--- src/rtl/ac_motor_gate_guard.sv ---
// Final protection stage between the dead-time generators and the gate drivers:
// shoot-through interlock, minimum on-pulse filter, bootstrap precharge and latched fault.
module ac_motor_gate_guard #(
   parameter int unsigned MIN_ON     = 20,
   parameter int unsigned PRECHARGE  = 1000,
   parameter int unsigned FAULT_HOLD = 10000
) (
   input  logic       clk,
   input  logic       reset,
   input  logic       enable,
   input  logic       fault_in,
   input  logic       clear,
   input  logic [5:0] gate_in,
   output logic [5:0] gate_out,
   output logic [1:0] state,
   output logic       fault_latched,
   output logic       shoot_through
);

   typedef enum logic [1:0] {
      ST_OFF       = 2'd0,
      ST_PRECHARGE = 2'd1,
      ST_RUN       = 2'd2,
      ST_FAULT     = 2'd3
   } state_t;

   localparam logic [7:0]  QMAX      = 8'(MIN_ON);
   localparam logic [15:0] PRE_LOAD  = 16'(PRECHARGE - 1);
   localparam logic [15:0] HOLD_LOAD = 16'(FAULT_HOLD - 1);
   localparam logic [5:0]  LOW_SIDES = 6'b101010;

   state_t          st;
   logic [15:0]     cnt;
   logic [5:0][7:0] q;
   logic [5:0][7:0] q_next;
   logic [2:0]      conflict;
   logic [5:0]      run_gate;
   logic            stay_run;

   assign state    = st;
   assign stay_run = (st == ST_RUN) && enable && !fault_in;

   // Per phase: bit H is the high side, bit L the low side. The qualification
   // counters only ever delay turn-on; a low input clears its counter at once.
   for (genvar k = 0; k < 3; k++) begin : g_phase
      localparam int H = 2 * k;
      localparam int L = 2 * k + 1;

      assign conflict[k] = gate_in[H] & gate_in[L];

      assign q_next[H] = (gate_in[H] && !conflict[k]) ?
                         ((q[H] == QMAX) ? q[H] : q[H] + 8'd1) : 8'd0;
      assign q_next[L] = (gate_in[L] && !conflict[k]) ?
                         ((q[L] == QMAX) ? q[L] : q[L] + 8'd1) : 8'd0;

      // A side may stay on, but may only turn on while the opposite side is
      // neither requested nor driven.
      assign run_gate[H] = (q_next[H] == QMAX) &&
                           (gate_out[H] || (!gate_in[L] && !gate_out[L]));
      assign run_gate[L] = (q_next[L] == QMAX) &&
                           (gate_out[L] || (!gate_in[H] && !gate_out[H]));
   end

   always_ff @(posedge clk or posedge reset) begin
      // NOTE: outputs sit inside the async reset so a reset mid-RUN removes gate
      // drive without waiting for a clock edge; counters clear with them.
      if (reset) begin
         st            <= ST_OFF;
         cnt           <= '0;
         q             <= '0;
         gate_out      <= '0;
         fault_latched <= 1'b0;
         shoot_through <= 1'b0;
      end else begin
         q <= stay_run ? q_next : '0;
         if (|conflict) shoot_through <= 1'b1;

         case (st)
            ST_OFF: begin
               gate_out      <= '0;
               fault_latched <= 1'b0;
               if (enable && !fault_in) begin
                  st       <= ST_PRECHARGE;
                  cnt      <= PRE_LOAD;
                  gate_out <= LOW_SIDES;
               end
            end

            ST_PRECHARGE: begin
               if (fault_in) begin
                  st            <= ST_FAULT;
                  cnt           <= HOLD_LOAD;
                  gate_out      <= '0;
                  fault_latched <= 1'b1;
               end else if (!enable) begin
                  st       <= ST_OFF;
                  gate_out <= '0;
               end else if (cnt == '0) begin
                  st       <= ST_RUN;
                  gate_out <= '0;
               end else begin
                  cnt <= cnt - 16'd1;
               end
            end

            ST_RUN: begin
               if (fault_in) begin
                  st            <= ST_FAULT;
                  cnt           <= HOLD_LOAD;
                  gate_out      <= '0;
                  fault_latched <= 1'b1;
               end else if (!enable) begin
                  st       <= ST_OFF;
                  gate_out <= '0;
               end else begin
                  gate_out <= run_gate;
               end
            end

            ST_FAULT: begin
               gate_out      <= '0;
               fault_latched <= 1'b1;
               // A repeated fault restarts the hold-off from the beginning.
               if (fault_in) begin
                  cnt <= HOLD_LOAD;
               end else if (cnt != '0) begin
                  cnt <= cnt - 16'd1;
               end else if (clear) begin
                  st            <= ST_OFF;
                  fault_latched <= 1'b0;
               end
            end

            default: begin
               st       <= ST_OFF;
               gate_out <= '0;
            end
         endcase
      end
   end

endmodule

--- config.mk ---
export PLATFORM = sky130hd
export DESIGN_NAME = ac_motor_gate_guard
export DESIGN_NICKNAME = d
export VERILOG_FILES = /design/src/rtl/ac_motor_gate_guard.sv
export SDC_FILE = /design/constraint.sdc
export NUM_CORES = 1
export LEC_CHECK = 0
export BUFFER_PORTS_ARGS = -buffer_cell sky130_fd_sc_hd__buf_2
export CAP_MARGIN = 20
export CORE_MARGIN = 3
export CORE_UTILIZATION = 55
export DETAILED_ROUTE_END_ITERATION = 16
export PLACE_DENSITY = 0.73
export SETUP_SLACK_MARGIN = 0.15
export SYNTH_ARGS = -nofsm -noshare
export SYNTH_HDL_FRONTEND = slang
export SYNTH_SLANG_ARGS = --single-unit
--- constraint.sdc ---
create_clock -name clk -period 2.7 [get_ports clk]
set_clock_uncertainty 0.15 [all_clocks]
set_input_delay 0.27 -clock clk [delete_from_list [all_inputs] [get_ports clk]]
set_output_delay 0.27 -clock clk [all_outputs]
set_load 0.02 [all_outputs]
==> summary.txt <==
Clock network
  – Clock Latency Late Sink: 0.34 ns
  – CTS clk-pin slew, worst paths: 0.08 ns
  – H-tree levels: 3
  – CTS sink count: 74
  – Clk root buf: clkbuf_8
  – Clock tree buffer depth: 2
  – CTS tree: yes
  – Num CTS Buffers: 9
  – Setup repair bufs after CTS: 0

Detailed routing
  – Final ANT Viol Nets: 0
  – First-pass DRT Iterations: 4
  – DR iter-0 viols: 186
  – Vias per inst: 5.836
  – Final WL: 9667 um
  – DR vias: 3,817
  – WL per Instance: 14.78 um
  – Residual DRC: 0

Floorplanning
  – Die height: 96.86 um
  – Area of the core: 7888 um2
  – Core Rows: 32
  – Die W: 96.86 um
  – Full die area: 9382 um2
  – I/O pins: 21
  – Initial Utilization: 0.5757

GRT
  – Antenna violations before repair: 0
  – Vias in the first global route: 3,599
  – First-pass GRT wire length: 16,840 um
  – GRT overflow: 0
  – All-Layer GR Usage: 0.2151
  – Pin count of the biggest net entering global routing: 32

Placement
  – Hpwl dp: 7196 um
  – Post-Place Cells: 638
  – I/O Buffers: 20
  – Pre-CTS setup slack: 0.2751 ns
  – Routability cong.: 0.9294

Worst setup path
  – Source of the critical timing path: cnt[3]
  – Crit start category: flip-flop
  – Reg2reg setup slack: 0.27 ns
  – Crit. End Element: flip-flop
  – Setup CP Type: flip-flop to flip-flop
  – Reg2reg start: cnt[3]
  – Worst Path Max Fanout: 9
  – Worst EP arrival: 2.51 ns
  – Worst Path Required: 2.78 ns
  – Reg2Reg Depth: 6
  – Reg2reg end: cnt[13]

Synth
  – Ranking of synthesized cells by area: dfrtp_1, nor2_1, ha_1, xor2_1, xnor2_1
  – Mapped cell area: 4541 um2
  – Yosys cell types: 63
  – FFs w/ async S/R, synth: 1.000
  – Register area share after synthesis: 0.4078
  – Synth Register Bits: 74
  – Syn Area/Cell: 8.868 um2
  – Commonest cells in the netlist: dfrtp_1, nor2_1, nand2_1
  – Mapped Cells: 512
  – Dominant synthesized flop cell: dfrtp_1
  – Post-synth top area share: 0.4078
  – Yosys warning total: 0
  – Syn nets: 541
  – Number of enable flip-flop cells after synthesis: 0
  – Largest area contributor in the netlist: dfrtp_1

Power and ir drop
  – Psw: 1.117 mW
  – Pwr/cell area: 635.8 nW/um2
  – Max VDD drop: 0.0005261 V
  – Pleak: 2.065 nW
  – Internal: 2.070 mW
  – Combinational power share: 0.310
  – Clk pwr share: 0.263
  – Net Sw Frac: 0.3506
  – Sequential share of power: 0.428
  – Pwr Total: 3.187 mW

Hold path
  – Hold Startpoint: gate_in[2]
  – Hold EP: shoot_through
  – Worst hold path type: primary input to flip-flop
  – Number of cells on the worst hold path: 3

STA
  – Upper clock frequency limit: 412.0 MHz
  – Setup total negative slack: 0 ns
  – Slew Limit Headroom: 0.5646
  – Tightest Pin Transition: 0.6522 ns
  – RSZ-0062 raised after global routing: no
  – # setup viols final: 0
  – Min Clock Period, post-route: 2.427 ns
  – Fin worst setup slack: 0.2731 ns
  – Max-slew violation count: 0
  – Hold Violations, Final: 0
  – Final worst-path cycle share: 0.8989

Cells and area
  – Area grow syn2layout: 10.42%
  – Antenna cell count: 0
  – Nets: 577
  – Finished Layout Cells: 654
  – Share of layout cells above drive strength 1: 0.1214

Status
  – Outcome: completed

Run
  – Max Cap Viol: 0
-- critical path, stage by stage, from the launching register on --
cell     delay (ns)
dfrtp_1        0.42
or3_4          0.42
or3_4          0.41
o41ai_4        0.37
buf_4          0.23
o21ba_1        0.15
o22a_1         0.16
-- how the worst max path moves through the flow --
stage | endpoint | slack, ns | cells after the start
2_1_floorplan | cnt[4] | 0.22 | 9
3_3_place_gp | cnt[13] | 0.32 | 6
3_5_place_dp | cnt[14] | 0.28 | 9
4_1_cts | cnt[14] | 0.25 | 9
5_1_grt | cnt[13] | 0.16 | 6
6_report | cnt[13] | 0.27 | 6
-- timing repair --
action                                  CTS  global route
endpoints found under the setup margin    0             3
resized for setup                         0             2
hold endpoints to repair                 29             0
hold buffers                              1             0
-- power by group through the flow --
| stage | logic (mW) | clock network (mW) | registers, mW |
|---|---|---|---|
| floorplan | 0.716 | 0 | 1.39 |
| global placement | 0.970 | 0 | 1.37 |
| detailed placement | 0.987 | 0 | 1.38 |
| CTS | 0.990 | 0.850 | 1.36 |
| global route | 1.11 | 0.917 | 1.38 |
| finish | 0.987 | 0.837 | 1.36 |
-- logic make-up after synthesis --
| group | count (synthesis) | synth area share |
|---|---|---|
| XOR/XNOR | 45 | 0.08680 |
| AND/OR/NAND/NOR | 233 | 0.2711 |
| multiplexers | 2 | 0.004684 |
| flip-flops | 74 | 0.4078 |
| buffers and inverters | 41 | 0.03720 |
| adder cells (fa/ha/maj) | 18 | 0.04960 |
| AO/OA/AOI/OAI | 99 | 0.1427 |
-- sequential cells by signal (all words and copies together), names as in the netlist --
register and flops:
q 48, state 2, cnt 16, fault_latched 1
gate_out 6, shoot_through 1
-- metrics by stage --
step | cell area [um2] | util | hold WS, ns
finish | 5014 | 0.6356 | 0.01233
global route | 5014 | 0.6356 | 0.01060
CTS | 5012 | 0.6355 | 0.005629
detailed placement | 4817 | 0.6107 | 0.2384
global placement | 4817 | 0.6107 | 0.2386
floorplan | 4542 | - | 0.2439
-- final cells by class --
type / count / area [um2]
tap: 102 / 127.6
fill: 648 / 2874
clock inverter: 3 / 40.04
multi-input combinational: 397 / 2520
clock buffer: 12 / 145.1
sequential: 74 / 1853
inverter: 32 / 120.1
timing repair buffer: 34 / 207.7
-- layout by cell type (no fill, tap or decap), types with 5 or more instances in the layout --
cell,Yosys,routed
o21ai_0,24,23
nor4_1,5,5
nand4b_1,5,5
xor2_1,25,25
nand2b_1,13,13
nand2_1,34,34
nand4_1,8,8
nand3_1,25,25
nor3_1,17,17
a21oi_1,31,31
buf_4,0,13
ha_1,18,18
nor2_1,74,74
dfrtp_1,74,73
clkbuf_8,0,10
a31oi_1,8,8
xnor2_1,20,20
buf_2,0,20
nor2b_1,9,9
inv_1,32,31
-- routing by layer --
metal  part of all wire  track usage  vias to the layer above  wire (um)
met5                  0            0                        -          0
met4             0.0091      0.05616                        0         88
met3              0.053      0.05191                       11        511
met2               0.47       0.3408                       91       4504
met1               0.47       0.2968                     1847       4562
li1                   -            -                     1868          -
Power figures use the tool's default switching activity.
